`src/rtl/core_pkg.sv`:
```
// Shared RV32I decode definitions: opcode classes, major opcodes, immediate formats
// and the immediate assembly helper.
package core_pkg;

    typedef enum logic [3:0] {
        OPC_ILLEGAL = 4'd0,
        OPC_LUI     = 4'd1,
        OPC_AUIPC   = 4'd2,
        OPC_JAL     = 4'd3,
        OPC_JALR    = 4'd4,
        OPC_BRANCH  = 4'd5,
        OPC_LOAD    = 4'd6,
        OPC_STORE   = 4'd7,
        OPC_OPIMM   = 4'd8,
        OPC_OP      = 4'd9,
        OPC_FENCE   = 4'd10,
        OPC_SYSTEM  = 4'd11
    } opc_e;

    localparam logic [6:0] OPCODE_LUI    = 7'b0110111;
    localparam logic [6:0] OPCODE_AUIPC  = 7'b0010111;
    localparam logic [6:0] OPCODE_JAL    = 7'b1101111;
    localparam logic [6:0] OPCODE_JALR   = 7'b1100111;
    localparam logic [6:0] OPCODE_BRANCH = 7'b1100011;
    localparam logic [6:0] OPCODE_LOAD   = 7'b0000011;
    localparam logic [6:0] OPCODE_STORE  = 7'b0100011;
    localparam logic [6:0] OPCODE_OPIMM  = 7'b0010011;
    localparam logic [6:0] OPCODE_OP     = 7'b0110011;
    localparam logic [6:0] OPCODE_FENCE  = 7'b0001111;
    localparam logic [6:0] OPCODE_SYSTEM = 7'b1110011;

    typedef enum logic [2:0] {
        IMM_NONE = 3'd0,
        IMM_I    = 3'd1,
        IMM_S    = 3'd2,
        IMM_B    = 3'd3,
        IMM_U    = 3'd4,
        IMM_J    = 3'd5
    } imm_type_e;

    // Reassembles the scattered immediate bits; B and J offsets are halfword aligned.
    function automatic logic [31:0] gen_imm(input logic [31:0] inst, input imm_type_e imm_type);
        logic [31:0] imm;
        case (imm_type)
            IMM_I:   imm = {{20{inst[31]}}, inst[31:20]};
            IMM_S:   imm = {{20{inst[31]}}, inst[31:25], inst[11:7]};
            IMM_B:   imm = {{19{inst[31]}}, inst[31], inst[7], inst[30:25], inst[11:8], 1'b0};
            IMM_U:   imm = {inst[31:12], 12'b0};
            IMM_J:   imm = {{11{inst[31]}}, inst[31], inst[19:12], inst[20], inst[30:21], 1'b0};
            default: imm = 32'd0;
        endcase
        return imm;
    endfunction

endpackage

```
`src/rtl/decode_stage_if.sv`:
```
// Fetch-to-decode handshake plus the ID/EX register contents seen by execute.
interface decode_stage_if #(
    parameter int XLEN = 32,
    parameter int ID_W = 64
);
    logic            if_valid;
    logic [XLEN-1:0] if_reg_pc;
    logic [31:0]     if_inst;
    logic [ID_W-1:0] if_inst_id;
    logic            if_stall_flg;
    logic            ex_stall;
    logic            branch_hazard;

    logic            id_valid;
    logic [XLEN-1:0] id_reg_pc;
    logic [31:0]     id_inst;
    logic [ID_W-1:0] id_inst_id;
    core_pkg::opc_e  id_op;
    logic [2:0]      id_funct3;
    logic [6:0]      id_funct7;
    logic [4:0]      id_rs1;
    logic [4:0]      id_rs2;
    logic [4:0]      id_rd;
    logic [XLEN-1:0] id_imm;
    logic            id_illegal;

    modport master (
        output if_valid, if_reg_pc, if_inst, if_inst_id, ex_stall, branch_hazard,
        input  if_stall_flg, id_valid, id_reg_pc, id_inst, id_inst_id, id_op,
               id_funct3, id_funct7, id_rs1, id_rs2, id_rd, id_imm, id_illegal
    );

    modport slave (
        input  if_valid, if_reg_pc, if_inst, if_inst_id, ex_stall, branch_hazard,
        output if_stall_flg, id_valid, id_reg_pc, id_inst, id_inst_id, id_op,
               id_funct3, id_funct7, id_rs1, id_rs2, id_rd, id_imm, id_illegal
    );
endinterface

```
`src/rtl/inst_decoder.sv`:
```
// Purely combinational RV32I field decoder; register indices a format does not
// use are forced to zero so hazard logic can compare them blindly.
module inst_decoder
    import core_pkg::*;
#(
    parameter int XLEN = 32
) (
    input  logic [31:0]     inst,
    output opc_e            op,
    output logic [4:0]      rs1,
    output logic [4:0]      rs2,
    output logic [4:0]      rd,
    output logic            uses_rs1,
    output logic            uses_rs2,
    output logic [XLEN-1:0] imm,
    output logic            illegal
);
    imm_type_e   imm_type;
    logic        writes_rd;
    logic [31:0] imm32;

    always_comb begin
        op        = OPC_ILLEGAL;
        imm_type  = IMM_NONE;
        uses_rs1  = 1'b0;
        uses_rs2  = 1'b0;
        writes_rd = 1'b0;
        illegal   = 1'b0;
        case (inst[6:0])
            OPCODE_LUI:    begin op = OPC_LUI;    imm_type = IMM_U; writes_rd = 1'b1; end
            OPCODE_AUIPC:  begin op = OPC_AUIPC;  imm_type = IMM_U; writes_rd = 1'b1; end
            OPCODE_JAL:    begin op = OPC_JAL;    imm_type = IMM_J; writes_rd = 1'b1; end
            OPCODE_JALR:   begin op = OPC_JALR;   imm_type = IMM_I; uses_rs1 = 1'b1; writes_rd = 1'b1; end
            OPCODE_BRANCH: begin op = OPC_BRANCH; imm_type = IMM_B; uses_rs1 = 1'b1; uses_rs2 = 1'b1; end
            OPCODE_LOAD:   begin op = OPC_LOAD;   imm_type = IMM_I; uses_rs1 = 1'b1; writes_rd = 1'b1; end
            OPCODE_STORE:  begin op = OPC_STORE;  imm_type = IMM_S; uses_rs1 = 1'b1; uses_rs2 = 1'b1; end
            OPCODE_OPIMM:  begin op = OPC_OPIMM;  imm_type = IMM_I; uses_rs1 = 1'b1; writes_rd = 1'b1; end
            OPCODE_OP:     begin op = OPC_OP;     uses_rs1 = 1'b1; uses_rs2 = 1'b1; writes_rd = 1'b1; end
            OPCODE_FENCE:  begin op = OPC_FENCE; end
            OPCODE_SYSTEM: begin op = OPC_SYSTEM; imm_type = IMM_I; uses_rs1 = 1'b1; writes_rd = 1'b1; end
            default:       illegal = 1'b1;
        endcase
        // Compressed encodings are not supported, so any non-11 low pair is rejected outright.
        if (inst[1:0] != 2'b11) begin
            op        = OPC_ILLEGAL;
            imm_type  = IMM_NONE;
            uses_rs1  = 1'b0;
            uses_rs2  = 1'b0;
            writes_rd = 1'b0;
            illegal   = 1'b1;
        end
    end

    assign rs1   = uses_rs1  ? inst[19:15] : 5'd0;
    assign rs2   = uses_rs2  ? inst[24:20] : 5'd0;
    assign rd    = writes_rd ? inst[11:7]  : 5'd0;
    assign imm32 = gen_imm(inst, imm_type);
    assign imm   = XLEN'($signed(imm32));

endmodule

```
`src/rtl/decode_stage.sv`:
```
// ID stage: decodes the fetched instruction into the ID/EX register and raises
// back-pressure to fetch on downstream stall or load-use hazard.
module decode_stage
    import core_pkg::*;
#(
    parameter int XLEN = 32,
    parameter int ID_W = 64
) (
    input  logic          clk,
    input  logic          rst,
    decode_stage_if.slave bus
);
    opc_e            dec_op;
    logic [4:0]      dec_rs1;
    logic [4:0]      dec_rs2;
    logic [4:0]      dec_rd;
    logic            dec_uses_rs1;
    logic            dec_uses_rs2;
    logic [XLEN-1:0] dec_imm;
    logic            dec_illegal;
    logic            load_use;

    logic            id_valid_reg;
    logic [XLEN-1:0] id_reg_pc_reg;
    logic [31:0]     id_inst_reg;
    logic [ID_W-1:0] id_inst_id_reg;
    opc_e            id_op_reg;
    logic [2:0]      id_funct3_reg;
    logic [6:0]      id_funct7_reg;
    logic [4:0]      id_rs1_reg;
    logic [4:0]      id_rs2_reg;
    logic [4:0]      id_rd_reg;
    logic [XLEN-1:0] id_imm_reg;
    logic            id_illegal_reg;

    inst_decoder #(.XLEN(XLEN)) u_inst_decoder (
        .inst     (bus.if_inst),
        .op       (dec_op),
        .rs1      (dec_rs1),
        .rs2      (dec_rs2),
        .rd       (dec_rd),
        .uses_rs1 (dec_uses_rs1),
        .uses_rs2 (dec_uses_rs2),
        .imm      (dec_imm),
        .illegal  (dec_illegal)
    );

    // A load writing x0 never produces data, so it can never create a hazard.
    always_comb begin
        load_use = 1'b0;
        if (id_valid_reg && (id_op_reg == OPC_LOAD) && (id_rd_reg != 5'd0) && bus.if_valid) begin
            if ((dec_uses_rs1 && (dec_rs1 == id_rd_reg)) ||
                (dec_uses_rs2 && (dec_rs2 == id_rd_reg))) begin
                load_use = 1'b1;
            end
        end
    end

    assign bus.if_stall_flg = bus.ex_stall | load_use;

    always_ff @(posedge clk) begin
        if (rst) begin
            id_valid_reg   <= 1'b0;
            id_reg_pc_reg  <= '0;
            id_inst_reg    <= '0;
            id_inst_id_reg <= '0;
            id_op_reg      <= OPC_ILLEGAL;
            id_funct3_reg  <= '0;
            id_funct7_reg  <= '0;
            id_rs1_reg     <= '0;
            id_rs2_reg     <= '0;
            id_rd_reg      <= '0;
            id_imm_reg     <= '0;
            id_illegal_reg <= 1'b0;
        end else if (bus.branch_hazard) begin
            // Flush outranks a downstream stall: the wrong-path instruction must die.
            id_valid_reg <= 1'b0;
        end else if (bus.ex_stall) begin
            // Execute is busy; the whole ID/EX register holds.
        end else if (load_use) begin
            id_valid_reg <= 1'b0;
        end else begin
            id_valid_reg   <= bus.if_valid;
            id_reg_pc_reg  <= bus.if_reg_pc;
            id_inst_reg    <= bus.if_inst;
            id_inst_id_reg <= bus.if_inst_id;
            id_op_reg      <= dec_op;
            id_funct3_reg  <= bus.if_inst[14:12];
            id_funct7_reg  <= bus.if_inst[31:25];
            id_rs1_reg     <= dec_rs1;
            id_rs2_reg     <= dec_rs2;
            id_rd_reg      <= dec_rd;
            id_imm_reg     <= dec_imm;
            id_illegal_reg <= dec_illegal;
        end
    end

    assign bus.id_valid   = id_valid_reg;
    assign bus.id_reg_pc  = id_reg_pc_reg;
    assign bus.id_inst    = id_inst_reg;
    assign bus.id_inst_id = id_inst_id_reg;
    assign bus.id_op      = id_op_reg;
    assign bus.id_funct3  = id_funct3_reg;
    assign bus.id_funct7  = id_funct7_reg;
    assign bus.id_rs1     = id_rs1_reg;
    assign bus.id_rs2     = id_rs2_reg;
    assign bus.id_rd      = id_rd_reg;
    assign bus.id_imm     = id_imm_reg;
    assign bus.id_illegal = id_illegal_reg;

endmodule

```
`src/flat_wrapper.sv`:
```
// flat-port wrapper written by rule: the top's interface ports become plain ports
module decode_stage_flat import core_pkg::*;
#(
    parameter int XLEN = 32,
    parameter int ID_W = 64
)
  (clk, rst, bus_if_valid, bus_if_reg_pc, bus_if_inst, bus_if_inst_id, bus_ex_stall, bus_branch_hazard, bus_if_stall_flg, bus_id_valid, bus_id_reg_pc, bus_id_inst, bus_id_inst_id, bus_id_op, bus_id_funct3, bus_id_funct7, bus_id_rs1, bus_id_rs2, bus_id_rd, bus_id_imm, bus_id_illegal);
  decode_stage_if #(.XLEN(XLEN), .ID_W(ID_W)) bus_i ();
  input  logic clk;
  input  logic rst;
  input wire logic [$bits(bus_i.if_valid)-1:0] bus_if_valid;
  input wire logic [$bits(bus_i.if_reg_pc)-1:0] bus_if_reg_pc;
  input wire logic [$bits(bus_i.if_inst)-1:0] bus_if_inst;
  input wire logic [$bits(bus_i.if_inst_id)-1:0] bus_if_inst_id;
  input wire logic [$bits(bus_i.ex_stall)-1:0] bus_ex_stall;
  input wire logic [$bits(bus_i.branch_hazard)-1:0] bus_branch_hazard;
  output wire logic [$bits(bus_i.if_stall_flg)-1:0] bus_if_stall_flg;
  output wire logic [$bits(bus_i.id_valid)-1:0] bus_id_valid;
  output wire logic [$bits(bus_i.id_reg_pc)-1:0] bus_id_reg_pc;
  output wire logic [$bits(bus_i.id_inst)-1:0] bus_id_inst;
  output wire logic [$bits(bus_i.id_inst_id)-1:0] bus_id_inst_id;
  output wire logic [$bits(bus_i.id_op)-1:0] bus_id_op;
  output wire logic [$bits(bus_i.id_funct3)-1:0] bus_id_funct3;
  output wire logic [$bits(bus_i.id_funct7)-1:0] bus_id_funct7;
  output wire logic [$bits(bus_i.id_rs1)-1:0] bus_id_rs1;
  output wire logic [$bits(bus_i.id_rs2)-1:0] bus_id_rs2;
  output wire logic [$bits(bus_i.id_rd)-1:0] bus_id_rd;
  output wire logic [$bits(bus_i.id_imm)-1:0] bus_id_imm;
  output wire logic [$bits(bus_i.id_illegal)-1:0] bus_id_illegal;
  assign bus_i.if_valid = bus_if_valid;
  assign bus_i.if_reg_pc = bus_if_reg_pc;
  assign bus_i.if_inst = bus_if_inst;
  assign bus_i.if_inst_id = bus_if_inst_id;
  assign bus_i.ex_stall = bus_ex_stall;
  assign bus_i.branch_hazard = bus_branch_hazard;
  assign bus_if_stall_flg = bus_i.if_stall_flg;
  assign bus_id_valid = bus_i.id_valid;
  assign bus_id_reg_pc = bus_i.id_reg_pc;
  assign bus_id_inst = bus_i.id_inst;
  assign bus_id_inst_id = bus_i.id_inst_id;
  assign bus_id_op = bus_i.id_op;
  assign bus_id_funct3 = bus_i.id_funct3;
  assign bus_id_funct7 = bus_i.id_funct7;
  assign bus_id_rs1 = bus_i.id_rs1;
  assign bus_id_rs2 = bus_i.id_rs2;
  assign bus_id_rd = bus_i.id_rd;
  assign bus_id_imm = bus_i.id_imm;
  assign bus_id_illegal = bus_i.id_illegal;
  decode_stage #(.XLEN(XLEN), .ID_W(ID_W)) u_core (.clk(clk), .rst(rst), .bus(bus_i));
endmodule
```
`config.mk`:
```
export PLATFORM = sky130hd
export DESIGN_NAME = decode_stage_flat
export DESIGN_NICKNAME = d
export VERILOG_FILES = /design/src/rtl/core_pkg.sv /design/src/rtl/decode_stage_if.sv /design/src/rtl/inst_decoder.sv /design/src/rtl/decode_stage.sv /design/src/flat_wrapper.sv
export SDC_FILE = /design/constraint.sdc
export NUM_CORES = 1
export LEC_CHECK = 0
export BUFFER_PORTS_ARGS = -buffer_cell sky130_fd_sc_hd__buf_2
export CAP_MARGIN = 30
export CELL_PAD_IN_SITES_DETAIL_PLACEMENT = 1
export CELL_PAD_IN_SITES_GLOBAL_PLACEMENT = 2
export CORE_UTILIZATION = 28
export DETAILED_ROUTE_END_ITERATION = 8
export GPL_TIMING_DRIVEN = 0
export PLACE_DENSITY = 0.85
export SETUP_SLACK_MARGIN = 0.2
export SLEW_MARGIN = 20
export SYNTH_ARGS = -nofsm -noshare
export SYNTH_HDL_FRONTEND = slang
export SYNTH_SLANG_ARGS = --single-unit
```
`constraint.sdc`:
```
create_clock -name clk -period 3.4 [get_ports clk]
set_clock_uncertainty 0.05 [all_clocks]
set_input_delay 0.17 -clock clk [delete_from_list [all_inputs] [get_ports clk]]
set_output_delay 0.17 -clock clk [all_outputs]
set_load 0.02 [all_outputs]
```
After elaboration in Yosys (flattened, before gate mapping)

Index checks and enable logic that the tools add are counted.

Equal/unequal tests: 20
Muxes and demuxes: 19
Bitwise logic cells: 4
Reductions and logical operators: 15

Operators with widths:

| operator             | count |
|---|---|
| $pmux W32 S5         | 1 |
| $pmux W4 S11         | 1 |
| $eq A7 B7 Y1 const B | 4 |
| $eq A7 B6 Y1 const B | 3 |
| $mux W5              | 3 |
| $pmux W3 S5          | 1 |
| $eq A7 B5 Y1 const B | 2 |
| $mux W1              | 11 |
| $reduce_or A11 Y1    | 1 |
| $eq A5 B5 Y1         | 2 |
| $reduce_or A8 Y1     | 1 |
| $eq A7 B2 Y1 const B | 1 |
| $eq A7 B4 Y1 const B | 1 |
| $reduce_or A7 Y1     | 1 |
| $eq A3 B2 Y1 const B | 2 |
| $eq A3 B3 Y1 const B | 2 |
| $logic_and A1 B1 Y1  | 5 |
| $reduce_bool A5 Y1   | 1 |
| $eq A4 B3 Y1 const B | 1 |
| $mux W4              | 1 |
| $reduce_or A2 Y1     | 2 |
| $reduce_or A4 Y1     | 1 |
| $eq A3 B1 Y1 const B | 1 |
| $mux W3              | 1 |
| 6 further kinds      | 8 |

Register bits: 191

Depth between registers and ports, before layout

Depth after elaboration: 12
Gate-level depth with buffers: 10
Depth with buffers taken out: 6

Cells and area by module

A second synthesis with hierarchy kept.

Cells, all modules: 1403
Area total of the unflattened synthesis: 11813.8 um2

Modules (own cells, without submodules):

| module       | instances | cells each | area an instance (um2) |
|---|---|---|---|
| decode_stage | 1         | 1274       | 10960.5 |
| inst_decoder | 1         | 129        | 853.3 |

Least setup slack after synthesis

OpenSTA, ideal clock, no wires.

Kind: reg2reg
Start: register u_core.id_rd_reg[4], in the netlist u_core.bus.id_rd[4]
End: register u_core.id_op_reg[3], in the netlist u_core.bus.id_op[3]
Arrival: 1.944 ns
Required time: 3.280 ns
Slack: 1.335 ns
Stages on the path, launching flop included: 8
Period minus slack after synthesis: 2.065 ns
Path through: dfxtp_1 -> or4_1 -> nor2_1 -> nor4b_1 -> o21a_2 -> buf_6 -> or4_1 -> a21oi_1

Cells in the longest elaborated chain, start to end: 7
Elaborated cells between the ends (all ways): 12
Classes of those cells: 2 x eq/ne; 2 x mux; 1 x bitwise; 7 x reduce/logical

Ends and longest elaborated chain:

| what                                          | line                                   | RTL |
|---|---|---|
| start, declared                               | decode_stage.sv:32                     | `logic [4:0] id_rd_reg;` |
| start signal, assigned                        | decode_stage.sv:92                     | `id_rd_reg <= dec_rd;` |
| $eq A5 B5 Y1, on equally long branches        | decode_stage.sv:52, decode_stage.sv:53 |  |
| $logic_and A1 B1 Y1, on equally long branches | decode_stage.sv:52, decode_stage.sv:53 |  |
| $logic_or A1 B1 Y1                            | decode_stage.sv:52                     | `if ((dec_uses_rs1 && (dec_rs1 == id_rd_reg)) \|\|` |
| $mux W1                                       | decode_stage.sv:52                     |  |
| $mux W1 *                                     | decode_stage.sv:51                     | `if (id_valid_reg && (id_op_reg == OPC_LOAD) && (id_rd_reg != 5'd0) && bus.if_valid) begin` |
| $not A1 Y1 (no line) *                        | -                                      |  |
| $reduce_and A3 Y1 (no line) *                 | -                                      |  |
| end signal, assigned                          | decode_stage.sv:87                     | `id_op_reg <= dec_op;` |
| end, declared                                 | decode_stage.sv:27                     | `opc_e id_op_reg;` |

Mark *: on every way between the ends. The rest lies on a longest branch, timed or not.
A chain may end at the register's enable or synchronous reset.

Worst setup path after layout

Start: input bus_if_inst[1]
End: output bus_if_stall_flg

Cells in the longest elaborated chain, start to end: 11
Elaborated cells between the ends (all ways): 24
Classes of those cells: 10 x eq/ne; 8 x mux; 1 x bitwise; 5 x reduce/logical

Ends and longest elaborated chain:

| what                                                           | line                                   | RTL |
|---|---|---|
| start, declared                                                | flat_wrapper.sv:13                     | `input wire logic [$bits(bus_i.if_inst)-1:0] bus_if_inst;` |
| $eq A7 B7 Y1 (tied with other cells)                           | inst_decoder.sv:29                     | `case (inst[6:0])` |
| $reduce_or A7 Y1 (no line) or $reduce_or A3 Y1 (tied branches) | -                                      |  |
| $mux W1                                                        | inst_decoder.sv:29                     |  |
| $mux W1                                                        | inst_decoder.sv:44                     | `if (inst[1:0] != 2'b11) begin` |
| $mux W5, on equally long branches                              | inst_decoder.sv:54, inst_decoder.sv:55 |  |
| $eq A5 B5 Y1, on equally long branches                         | decode_stage.sv:52, decode_stage.sv:53 |  |
| $logic_and A1 B1 Y1, on equally long branches                  | decode_stage.sv:52, decode_stage.sv:53 |  |
| $logic_or A1 B1 Y1 *                                           | decode_stage.sv:52                     |  |
| $mux W1 *                                                      | decode_stage.sv:52                     |  |
| $mux W1 *                                                      | decode_stage.sv:51                     |  |
| $or A1 B1 Y1 *                                                 | decode_stage.sv:59                     | `assign bus.if_stall_flg = bus.ex_stall \| load_use;` |
| end, declared                                                  | flat_wrapper.sv:17                     | `output wire logic [$bits(bus_i.if_stall_flg)-1:0] bus_if_stall_flg;` |

Marks and branches as above.

==> results.py <==
metrics = {
    "layout": {
        "layout.nets": 1512,
        "area_growth_pct": 49.4,
        "seq_area_mm2": 0.00362,
        "utilization_pct": 42.7,
        "fill_cells": 3261,
        "postLayoutCellArea_mm2": 0.0115,
        "drive_above_1_share_pct": 30.5,
        "multi_input_area_mm2": 0.00353,
        "largest_reg_flops": 64,
    },
    "logic_synthesis": {
        "yosysTopAreaCell": "dfxtp_1",
        "ys_types": 51,
        "async_flop_share_pct": 0,
        "netlist_area_mm2": 0.00770,
        "synth_seq_cells": 181,
        "yosys-top-cells-area": "dfxtp_1 (47%), a21oi_1 (12%), nand3_1 (8.6%)",
        "synth_cells": 924,
        "synth-edff-count": 0,
        "yosysSeqAreaShare_pct": 47.0,
        "synth_top_area_share_pct": 47.0,
        "syn-num-nets": 1057,
        "ys.warnings.count": 0,
        "ys.flop_type": "dfxtp_1",
        "avgSynthCellArea_um2": 8.34,
    },
    "power_and_ir_drop": {
        "p_int_w": 0.00377,
        "p_per_area_mw_per_mm2": 451,
        "ir_drop_v": 0.000337,
        "totalPowerFinal_w": 0.00519,
        "sw_frac_of_total_pct": 27.3,
        "clkPwrFrac_pct": 41.4,
        "pwr-share-seq_pct": 43.4,
        "leakage_nw": 4.86,
        "combPwrFrac_pct": 15.1,
        "switchingPower_w": 0.00142,
    },
    "clock_network": {
        "insertion_delay_ns": 0.42,
        "clkTransAtPathRegs_ns": 0.06,
        "cts_made_buffers": 17,
        "cts_tree": "built",
        "cts_root_buf": "clkbuf_16",
        "ctsLongestPathBuffers": 2,
        "clock-sinks": 181,
        "h-tree-depth": 4,
    },
    "route": {
        "ant_nets": 0,
        "viasPerCell": 5.11,
        "wire_per_inst_um": 19.6,
        "drt-total-wl_um": 34000,
        "vias": 8865,
        "drtIter0Drc": 563,
        "drc": 0,
        "dr.pass1.iters": 4,
    },
    "critical_path": {
        "end_kind": "primary output",
        "critical_path.startpoint_type": "input pin",
        "required_ns": 3.18,
        "cp_max_fo": 10,
        "path_class": "input pin to primary output",
        "arrival_ns": 2.78,
    },
    "floorplanning": {
        "die_h_um": 168,
        "fp.dieArea_mm2": 0.0282,
        "fp.dieW_um": 168,
        "core_area_mm2": 0.0270,
        "start_util_pct": 28.6,
        "num_io_pins": 325,
        "rows": 60,
    },
    "place": {
        "gp_congestion": 0.849,
        "postPlaceCellArea_mm2": 0.00975,
        "dp_hpwl_um": 24100,
        "portBuffers": 323,
    },
    "timing": {
        "fmax_mhz": 333,
        "finalSetupViolations": 0,
        "min_period_over_period_pct": 88.4,
        "tns_ns": 0,
        "finalMaxSlewViolations": 0,
        "hold_viol_final": 0,
        "tightest_slew_ns": 0.897,
        "max_slew_margin_pct": 40.2,
        "finalCriticalPeriod_ns": 3.00,
        "rsz0062_at_grt": "no",
    },
    "status": {
        "status": "finished, final reports clean",
    },
    "global_route": {
        "overflow": 0,
        "grt_pass1_wl_um": 52100,
        "grt_max_degree": 17,
        "antenna_found_initial": 2,
        "grt_pass1_vias": 9102,
        "gr-usage-all-layers_pct": 23.9,
    },
    "flow_run": {
        "cap_violations": 0,
    },
    "hold_path": {
        "hp-class": "input pin to flop",
    },
}
## power by group through the flow
stage / clock (W) / combinational [W] / sequential, W
after floorplan: 0 / 0.000263 / 0.00241
after global placement: 0 / 0.000672 / 0.00230
after detailed placement: 0 / 0.000681 / 0.00230
after CTS: 0.00221 / 0.000784 / 0.00225
after global routing: 0.00230 / 0.000850 / 0.00226
final: 0.00215 / 0.000786 / 0.00225
## through the flow
step | instances | worst slack (ns) | hold WS [ns]
2_1_floorplan | 924 | 1.34 | 0.199
3_3_place_gp | 1588 | 0.374 | 0.353
3_5_place_dp | 1588 | 0.703 | 0.369
4_1_cts | 1731 | 0.303 | 0.00203
5_1_grt | 1734 | 0.230 | 0.0113
6_report | 1734 | 0.396 | 0.0216
## worst paths after layout
path | start | to | slack, ns | cells past startpoint
max | bus_if_inst[1] | bus_if_stall_flg | 0.40 | 10
min | bus_if_inst[14] | u_core.bus.id_inst[14] | 0.02 | 3
max reg2reg | u_core.bus.id_rd[4] | u_core.bus.id_inst_id[17] | 0.80 | 9
min reg2reg | u_core.bus.id_op[3] | u_core.bus.id_op[3] | 0.42 | 2
## what timing repair did
action                                  in CTS  in global routing
hold buffers                               112                  0
gates resized for setup                      0                  0
buffers inserted                             0                  1
endpoints found under the setup margin       0                  1
hold endpoints to repair                   128                  0
## synth_stat cells (2+ instances only)
| cell | number |
|---|---|
| buf_6 | 7 |
| inv_1 | 2 |
| buf_4 | 12 |
| or4_1 | 2 |
| nor2_1 | 12 |
| nand3_1 | 132 |
| and3_1 | 3 |
| a31oi_1 | 2 |
| o21ai_1 | 21 |
| clkbuf_2 | 2 |
| nor3_1 | 4 |
| clkbuf_1 | 57 |
| a21boi_0 | 3 |
| a311oi_2 | 2 |
| xnor2_1 | 3 |
| nand3b_1 | 2 |
| a22oi_1 | 5 |
| a31o_2 | 6 |
| or2_2 | 3 |
| nor2b_1 | 6 |
| o21ai_0 | 130 |
| xor2_1 | 7 |
| buf_2 | 19 |
| nand2b_1 | 19 |
| nand2_1 | 26 |
| a211oi_2 | 9 |
| nand4b_1 | 3 |
| dfxtp_1 | 181 |
| mux2i_1 | 5 |
| buf_1 | 14 |
| nand4_1 | 11 |
| a211oi_1 | 4 |
| mux2_2 | 2 |
| a21o_1 | 2 |
| a21oi_1 | 181 |
| a311oi_1 | 10 |
## critical path, stage by stage
cell and delay [ns]:
dlygate4sd3_1 0.52, buf_2 0.17, nand2_1 0.22, a2111oi_4 0.45
and4_1 0.29, o21ai_1 0.08, buf_2 0.26, clkbuf_1 0.28
nand2b_1 0.14, buf_2 0.20
## routing by layer
metal | part of all wire (%) | GRT usage (%) | up-vias | routed length [um]
met5 | 0 | 0 | - | 0
met4 | 3.4 | 8.86 | 0 | 1170
met3 | 4.4 | 4.28 | 56 | 1490
met2 | 48 | 41.1 | 271 | 16500
met1 | 44 | 29.8 | 4294 | 14900
li1 | - | - | 4244 | -
## kinds of logic (layout without fill, tap and decap cells)
kind of cell,Yosys count,count (layout),share of synthesized area (%)
xor gates and xnor gates,10,10,1.14
other,0,2,0
AOI/OAI and AO/OA,381,381,27.7
muxes,7,7,0.942
DFF,181,181,47.0
buffers and inverters,113,580,7.12
and+or+nand+nor,232,232,16.1
## cells in the final DEF (no fill, tap or decap), types with 19 or more instances in the layout
| cell | instances |
|---|---|
| nand2_1 | 26 |
| a21oi_1 | 181 |
| dfxtp_1 | 181 |
| o21ai_0 | 129 |
| buf_2 | 342 |
| clkbuf_1 | 58 |
| nand2b_1 | 19 |
| nand3_1 | 132 |
| o21ai_1 | 22 |
| dlygate4sd3_1 | 112 |
## area by class of cell
type | instances | area share (%)
tap | 341 | 3.71
sequential | 181 | 31.5
multi-input combinational | 630 | 30.7
antenna | 2 | 0.0435
buffer | 111 | 4.70
clock inverter | 13 | 1.70
inverter | 2 | 0.0652
timing repair buffer | 436 | 23.9
clock buffer | 18 | 3.73
Note: power is estimated with default switching activity, not from simulation.
